## config.mk

```make
export PLATFORM = sky130hd
export DESIGN_NAME = rsa_byte_stream_adapter
export DESIGN_NICKNAME = d
export VERILOG_FILES = /design/src/rtl/rsa_byte_stream_adapter.sv
export SDC_FILE = /design/constraint.sdc
export NUM_CORES = 2
export LEC_CHECK = 0
export BUFFER_PORTS_ARGS = -buffer_cell sky130_fd_sc_hd__buf_2
export CORE_AREA = 2 2 413 415
export DETAILED_ROUTE_END_ITERATION = 16
export DIE_AREA = 0 0 415 417
export HOLD_SLACK_MARGIN = 0.08
export SKIP_LAST_GASP = 1
export SYNTH_ARGS = -nofsm -noshare
export SYNTH_HDL_FRONTEND = slang
export SYNTH_SLANG_ARGS = --single-unit
```

## constraint.sdc

```tcl
create_clock -name i_clk -period 7.28 [get_ports i_clk]
set_input_delay 1.092 -clock i_clk [delete_from_list [all_inputs] [get_ports i_clk]]
set_output_delay 1.092 -clock i_clk [all_outputs]
set_load 0.005 [all_outputs]
```

## src/rtl/rsa_byte_stream_adapter.sv

```systemverilog
`default_nettype none
// ============================================================================
// Module   : rsa_byte_stream_adapter
// Brief    : Byte-stream front end for the RSA-256 core. Loads the key (n then
//            e) and each ciphertext block MSB-first from rx, hands {a,e,n} to
//            the core, captures the result and serialises it back out on tx.
//            Build option RSA_ADAPTER_FULL_BLOCK_EN: when defined all OP_BYTES
//            result bytes are sent; by default the top byte is dropped.
// Revision : 1.0 - initial release
// ============================================================================
module rsa_byte_stream_adapter #(
    parameter int  OP_BYTES = 32,
    parameter int  CNT_W    = 6,
    localparam int W        = 8 * OP_BYTES
) (
    input  logic         i_clk,
    input  logic         i_rst,
    input  logic [7:0]   rx_data,
    input  logic         rx_val,
    output logic         rx_rdy,
    output logic [7:0]   tx_data,
    output logic         tx_val,
    input  logic         tx_rdy,
    output logic         src_val,
    input  logic         src_rdy,
    output logic [W-1:0] core_a,
    output logic [W-1:0] core_e,
    output logic [W-1:0] core_n,
    input  logic         result_val,
    output logic         result_rdy,
    input  logic [W-1:0] core_result
);

    localparam logic [CNT_W-1:0] c_LAST_BYTE = CNT_W'(OP_BYTES - 1);
`ifdef RSA_ADAPTER_FULL_BLOCK_EN
    localparam logic [CNT_W-1:0] c_TX_START  = CNT_W'(OP_BYTES - 1);
`else
    localparam logic [CNT_W-1:0] c_TX_START  = CNT_W'(OP_BYTES - 2);
`endif

    typedef enum logic [2:0] {
        S_KEY_N     = 3'd0,
        S_KEY_E     = 3'd1,
        S_DATA      = 3'd2,
        S_CORE_REQ  = 3'd3,
        S_CORE_WAIT = 3'd4,
        S_TX        = 3'd5
    } state_t;

    state_t           r_state;
    state_t           w_state_nxt;
    logic [CNT_W-1:0] r_cnt;
    logic [CNT_W-1:0] w_cnt_nxt;
    logic [W-1:0]     r_n;
    logic [W-1:0]     r_e;
    logic [W-1:0]     r_a;
    logic [W-1:0]     r_result;
    logic             r_rx_rdy;
    logic             r_src_val;
    logic             r_result_rdy;
    logic             r_tx_val;
    logic [7:0]       w_tx_byte;

    logic w_rx_fire;
    logic w_src_fire;
    logic w_res_fire;
    logic w_tx_fire;

    assign w_rx_fire  = rx_val & r_rx_rdy;
    assign w_src_fire = r_src_val & src_rdy;
    assign w_res_fire = r_result_rdy & result_val;
    assign w_tx_fire  = r_tx_val & tx_rdy;

    assign rx_rdy     = r_rx_rdy;
    assign src_val    = r_src_val;
    assign result_rdy = r_result_rdy;
    assign tx_val     = r_tx_val;
    assign core_a     = r_a;
    assign core_e     = r_e;
    assign core_n     = r_n;
    assign tx_data    = r_tx_val ? w_tx_byte : 8'h00;

    // Next-state and byte counter: counts up while receiving, down while sending.
    always_comb begin
        w_state_nxt = r_state;
        w_cnt_nxt   = r_cnt;
        case (r_state)
            S_KEY_N, S_KEY_E, S_DATA: begin
                if (w_rx_fire) begin
                    if (r_cnt == c_LAST_BYTE) begin
                        w_cnt_nxt = '0;
                        case (r_state)
                            S_KEY_N: w_state_nxt = S_KEY_E;
                            S_KEY_E: w_state_nxt = S_DATA;
                            default: w_state_nxt = S_CORE_REQ;
                        endcase
                    end else begin
                        w_cnt_nxt = r_cnt + 1'b1;
                    end
                end
            end
            S_CORE_REQ: begin
                if (w_src_fire) begin
                    w_state_nxt = S_CORE_WAIT;
                end
            end
            S_CORE_WAIT: begin
                if (w_res_fire) begin
                    w_state_nxt = S_TX;
                    w_cnt_nxt   = c_TX_START;
                end
            end
            S_TX: begin
                if (w_tx_fire) begin
                    if (r_cnt == '0) begin
                        w_state_nxt = S_DATA;
                    end else begin
                        w_cnt_nxt = r_cnt - 1'b1;
                    end
                end
            end
            default: begin
                w_state_nxt = S_KEY_N;
                w_cnt_nxt   = '0;
            end
        endcase
    end

    // Select the result byte addressed by the down-counter during transmit.
    always_comb begin
        w_tx_byte = 8'h00;
        for (int i = 0; i < OP_BYTES; i++) begin
            if (r_cnt == CNT_W'(i)) begin
                w_tx_byte = r_result[8*i +: 8];
            end
        end
    end

    // State register; handshake flags are registered from the next state so they are glitch-free and low in reset.
    always_ff @(posedge i_clk) begin
        if (i_rst) begin
            r_state      <= S_KEY_N;
            r_cnt        <= '0;
            r_rx_rdy     <= 1'b0;
            r_src_val    <= 1'b0;
            r_result_rdy <= 1'b0;
            r_tx_val     <= 1'b0;
        end else begin
            r_state      <= w_state_nxt;
            r_cnt        <= w_cnt_nxt;
            r_rx_rdy     <= (w_state_nxt == S_KEY_N) || (w_state_nxt == S_KEY_E) ||
                            (w_state_nxt == S_DATA);
            r_src_val    <= (w_state_nxt == S_CORE_REQ);
            r_result_rdy <= (w_state_nxt == S_CORE_WAIT);
            r_tx_val     <= (w_state_nxt == S_TX);
        end
    end

    // Operand shift registers (first byte lands in the MSB) and result capture.
    always_ff @(posedge i_clk) begin
        if (i_rst) begin
            r_n      <= '0;
            r_e      <= '0;
            r_a      <= '0;
            r_result <= '0;
        end else begin
            if (w_rx_fire) begin
                case (r_state)
                    S_KEY_N: r_n <= {r_n[W-9:0], rx_data};
                    S_KEY_E: r_e <= {r_e[W-9:0], rx_data};
                    S_DATA:  r_a <= {r_a[W-9:0], rx_data};
                    default: ;
                endcase
            end
            if (w_res_fire) begin
                r_result <= core_result;
            end
        end
    end

endmodule
`default_nettype wire

```

==> impl_metrics.json <==
{
  "outcome": "finished clean",
  "drt-total-wl_um": 172600,
  "finalHoldViolCount": 0,
  "crit_cells": 9,
  "core-area_mm2": 0.1685,
  "synthDistinctLibCells": 81,
  "fin_crit_ns": 5.902,
  "critPathBufInv": 3,
  "overflow": 0,
  "path_max_fanout": 43,
  "ioPinCount": 1050,
  "path_cells": "inv_1 -> ha_2 -> clkinv_1 -> a311oi_1 -> o21bai_1 -> a2111oi_0 -> nor3_1 -> o22ai_1 -> buf_2",
  "setup_viol": 0,
  "r2r_slack_ns": 3.65,
  "reg2reg_from": "r_cnt[3]",
  "synthArstFlopShare_pct": 0,
  "area_growth_pct": 27.92,
  "die_h_um": 417,
  "totalPowerFinal_w": 0.01188,
  "cts_resized": 0,
  "wl_per_cell_um": 20.98,
  "final_cell_mix": "nand2_1 (2123), a21oi_1 (1079), buf_2 (1048), dfxtp_1 (1037), clkbuf_16 (114)",
  "r2r_end": "r_state[0]",
  "fill_cells": 18360,
  "detail_route.drc_violations": 0,
  "h-tree-depth": 3,
  "final_cell_area_mm2": 0.04953,
  "peakVddDrop_mv": 0.1832,
  "syn_avg_cell_area_um2": 7.589,
  "die-area_mm2": 0.1731,
  "cts_buffer_depth": 3,
  "port-buffer-count": 1049,
  "cp-end-kind": "primary output",
  "clk_latency_ns": 0.76,
  "netlist_area_mm2": 0.03872,
  "worst_setup_path_start_kind": "flip-flop",
  "path_clk_slew_ns": 0.06,
  "critPathMaxStageDelay_ns": 0.99,
  "drv_cap": 0,
  "cts_buffers": 114,
  "synth_flop_cell": "dfxtp_1",
  "cts.sinks": 1037,
  "initial_utilization_pct": 22.97,
  "synth-seq-area-share_pct": 53.62,
  "ys_ff_latch": 1037,
  "dpl-instance-area_mm2": 0.04564,
  "crit_family": "buffers and inverters",
  "grt_pass1_wl_um": 244600,
  "cts_root_buf": "clkbuf_16",
  "hp-start": "core_n[216]",
  "min_path_type": "flip-flop to flip-flop",
  "worstSetupPathType": "flip-flop to primary output",
  "drt_iter0_drc": 3964,
  "grtUsageTotal_pct": 18.80,
  "tritoncts": "done",
  "post_cts_buffers": 0,
  "synthesis.instances": 5102,
  "p_per_area_mw_per_mm2": 239.9,
  "nets": 6165,
  "grt_max_degree": 234,
  "maxSlewViolCount": 0,
  "synth_nets": 5377,
  "hold_path_end": "core_n[224]",
  "final_common_cell": "nand2_1",
  "fin_tns_setup_ns": 0,
  "reg2regPathDepth": 6,
  "drt_first_pass_iters": 7,
  "dr_total_vias": 38710,
  "viasPerCell": 4.705,
  "clock_skew_ns": 0.04201,
  "max_freq_mhz": 169.4,
  "worst_path_max_delay_cell": "clkinv_1",
  "synth_edf_count": 0,
  "yosys_warnings": 0,
  "place.gp.congestion": 0.9809,
  "ant_nets": 0,
  "grt_pass1_vias": 35450,
  "whs_path_depth": 2,
  "worstMarginPinSlew_ns": 1.236,
  "die_w_um": 415,
  "antenna_found_initial": 13,
  "max-slew-margin-rel_pct": 17.25,
  "dp_hpwl_um": 127000,
  "holdBufCountCts": 0,
  "leakage_nw": 18.88,
  "drive_above_1_share_pct": 21.68,
  "required_ns": 6.19,
  "arrival_ns": 4.81,
  "rows": 151,
  "rsz0062_at_grt": "false",
  "fin_crit_sh_pct": 81.07
}
## tightest hold or removal path, delay by kind of cell, from the launching register on
kind            cells  cell delay, ns
simple gates        1            0.06
flops               1            0.32
compound gates      1            0.05
## Yosys cell counts (6+ instances only)
cell type | number | share of area, %
a211oi_1 | 12 | 0.23
a21o_1 | 8 | 0.16
a21oi_1 | 1079 | 14
a221oi_1 | 7 | 0.16
a22oi_1 | 10 | 0.19
a31oi_1 | 15 | 0.24
a32oi_1 | 6 | 0.14
and2_1 | 11 | 0.18
and3_1 | 13 | 0.21
buf_1 | 10 | 0.097
buf_2 | 14 | 0.18
clkbuf_1 | 379 | 3.7
dfxtp_1 | 1037 | 54
inv_1 | 11 | 0.11
nand2_1 | 2125 | 21
nand2b_1 | 11 | 0.18
nand3_1 | 49 | 0.63
nand3b_1 | 11 | 0.21
nand4_1 | 16 | 0.26
nor2_1 | 44 | 0.43
nor2b_1 | 9 | 0.15
nor3_1 | 12 | 0.16
o211ai_1 | 22 | 0.43
o21ai_0 | 52 | 0.67
o221ai_1 | 7 | 0.16
o22ai_1 | 11 | 0.18
or3_1 | 8 | 0.13
## flip-flops by register name, summed over array words and instances, names as in the netlist
register	cells
tx_val	1
rx_rdy	1
result_rdy	1
src_val	1
r_result	256
r_state	3
r_cnt	6
core_a	256
core_e	256
core_n	256
## power by group
| part | leakage, nW | total [W] | switching (W) | internal, W |
|---|---|---|---|---|
| Clock | 1.90 | 0.00588 | 0.00255 | 0.00334 |
| Sequential | 8.35 | 0.00568 | 0.00000389 | 0.00568 |
| Combinational | 8.63 | 0.000318 | 0.000236 | 0.0000828 |
| Total | 18.9 | 0.0119 | 0.00279 | 0.00910 |
## final cells by class
type | instances | area (um^2) | share of cell area, %
antenna | 22 | 55.05 | 0.1112
clock buffer | 164 | 3321 | 6.704
clock inverter | 49 | 518.0 | 1.046
inverter | 13 | 48.80 | 0.09852
multi-input combinational | 3644 | 16400 | 33.11
sequential | 1037 | 20760 | 41.91
tap | 2218 | 2775 | 5.603
timing repair buffer | 1080 | 5655 | 11.42
## cell families after synthesis
kind of cell / synth area share (%)
fa+ha+maj: 0.1616
xor+xnor: 0.04525
simple gates: 23.94
mux: 0.02585
compound gates: 18.02
buf+inv: 4.195
flops: 53.62
## worst max path at each step
stage / from / end
2_1_floorplan: r_cnt[0] / tx_data[3]
3_3_place_gp: r_cnt[0] / tx_data[0]
3_5_place_dp: r_cnt[0] / tx_data[0]
4_1_cts: r_cnt[0] / tx_data[3]
5_1_grt: r_cnt[0] / tx_data[3]
6_report: r_cnt[0] / tx_data[3]
## through the flow
| step | setup WS, ns | instances | util, % | hold WS, ns |
|---|---|---|---|---|
| 4_1_cts | 1.444 | 8205 | 29.36 | 0.4376 |
| 3_3_place_gp | 2.357 | 7992 | 27.08 | 0.4399 |
| 3_5_place_dp | 2.334 | 7992 | 27.08 | 0.4454 |
| 6_report | 1.378 | 8227 | 29.39 | 0.4274 |
| 2_1_floorplan | 4.030 | 5102 | - | 0.4311 |
| 5_1_grt | 1.168 | 8226 | 29.39 | 0.4569 |
## routing by layer
metal / part of all wire, % / GRT usage, % / vias up
met1: 40 / 22.77 / 18490
met5: 0.019 / 0 / -
met4: 5.8 / 10.57 / 4
met3: 6.7 / 3.979 / 319
li1: - / - / 18440
met2: 48 / 30.93 / 1461
Note: power is estimated with default switching activity, not from simulation.
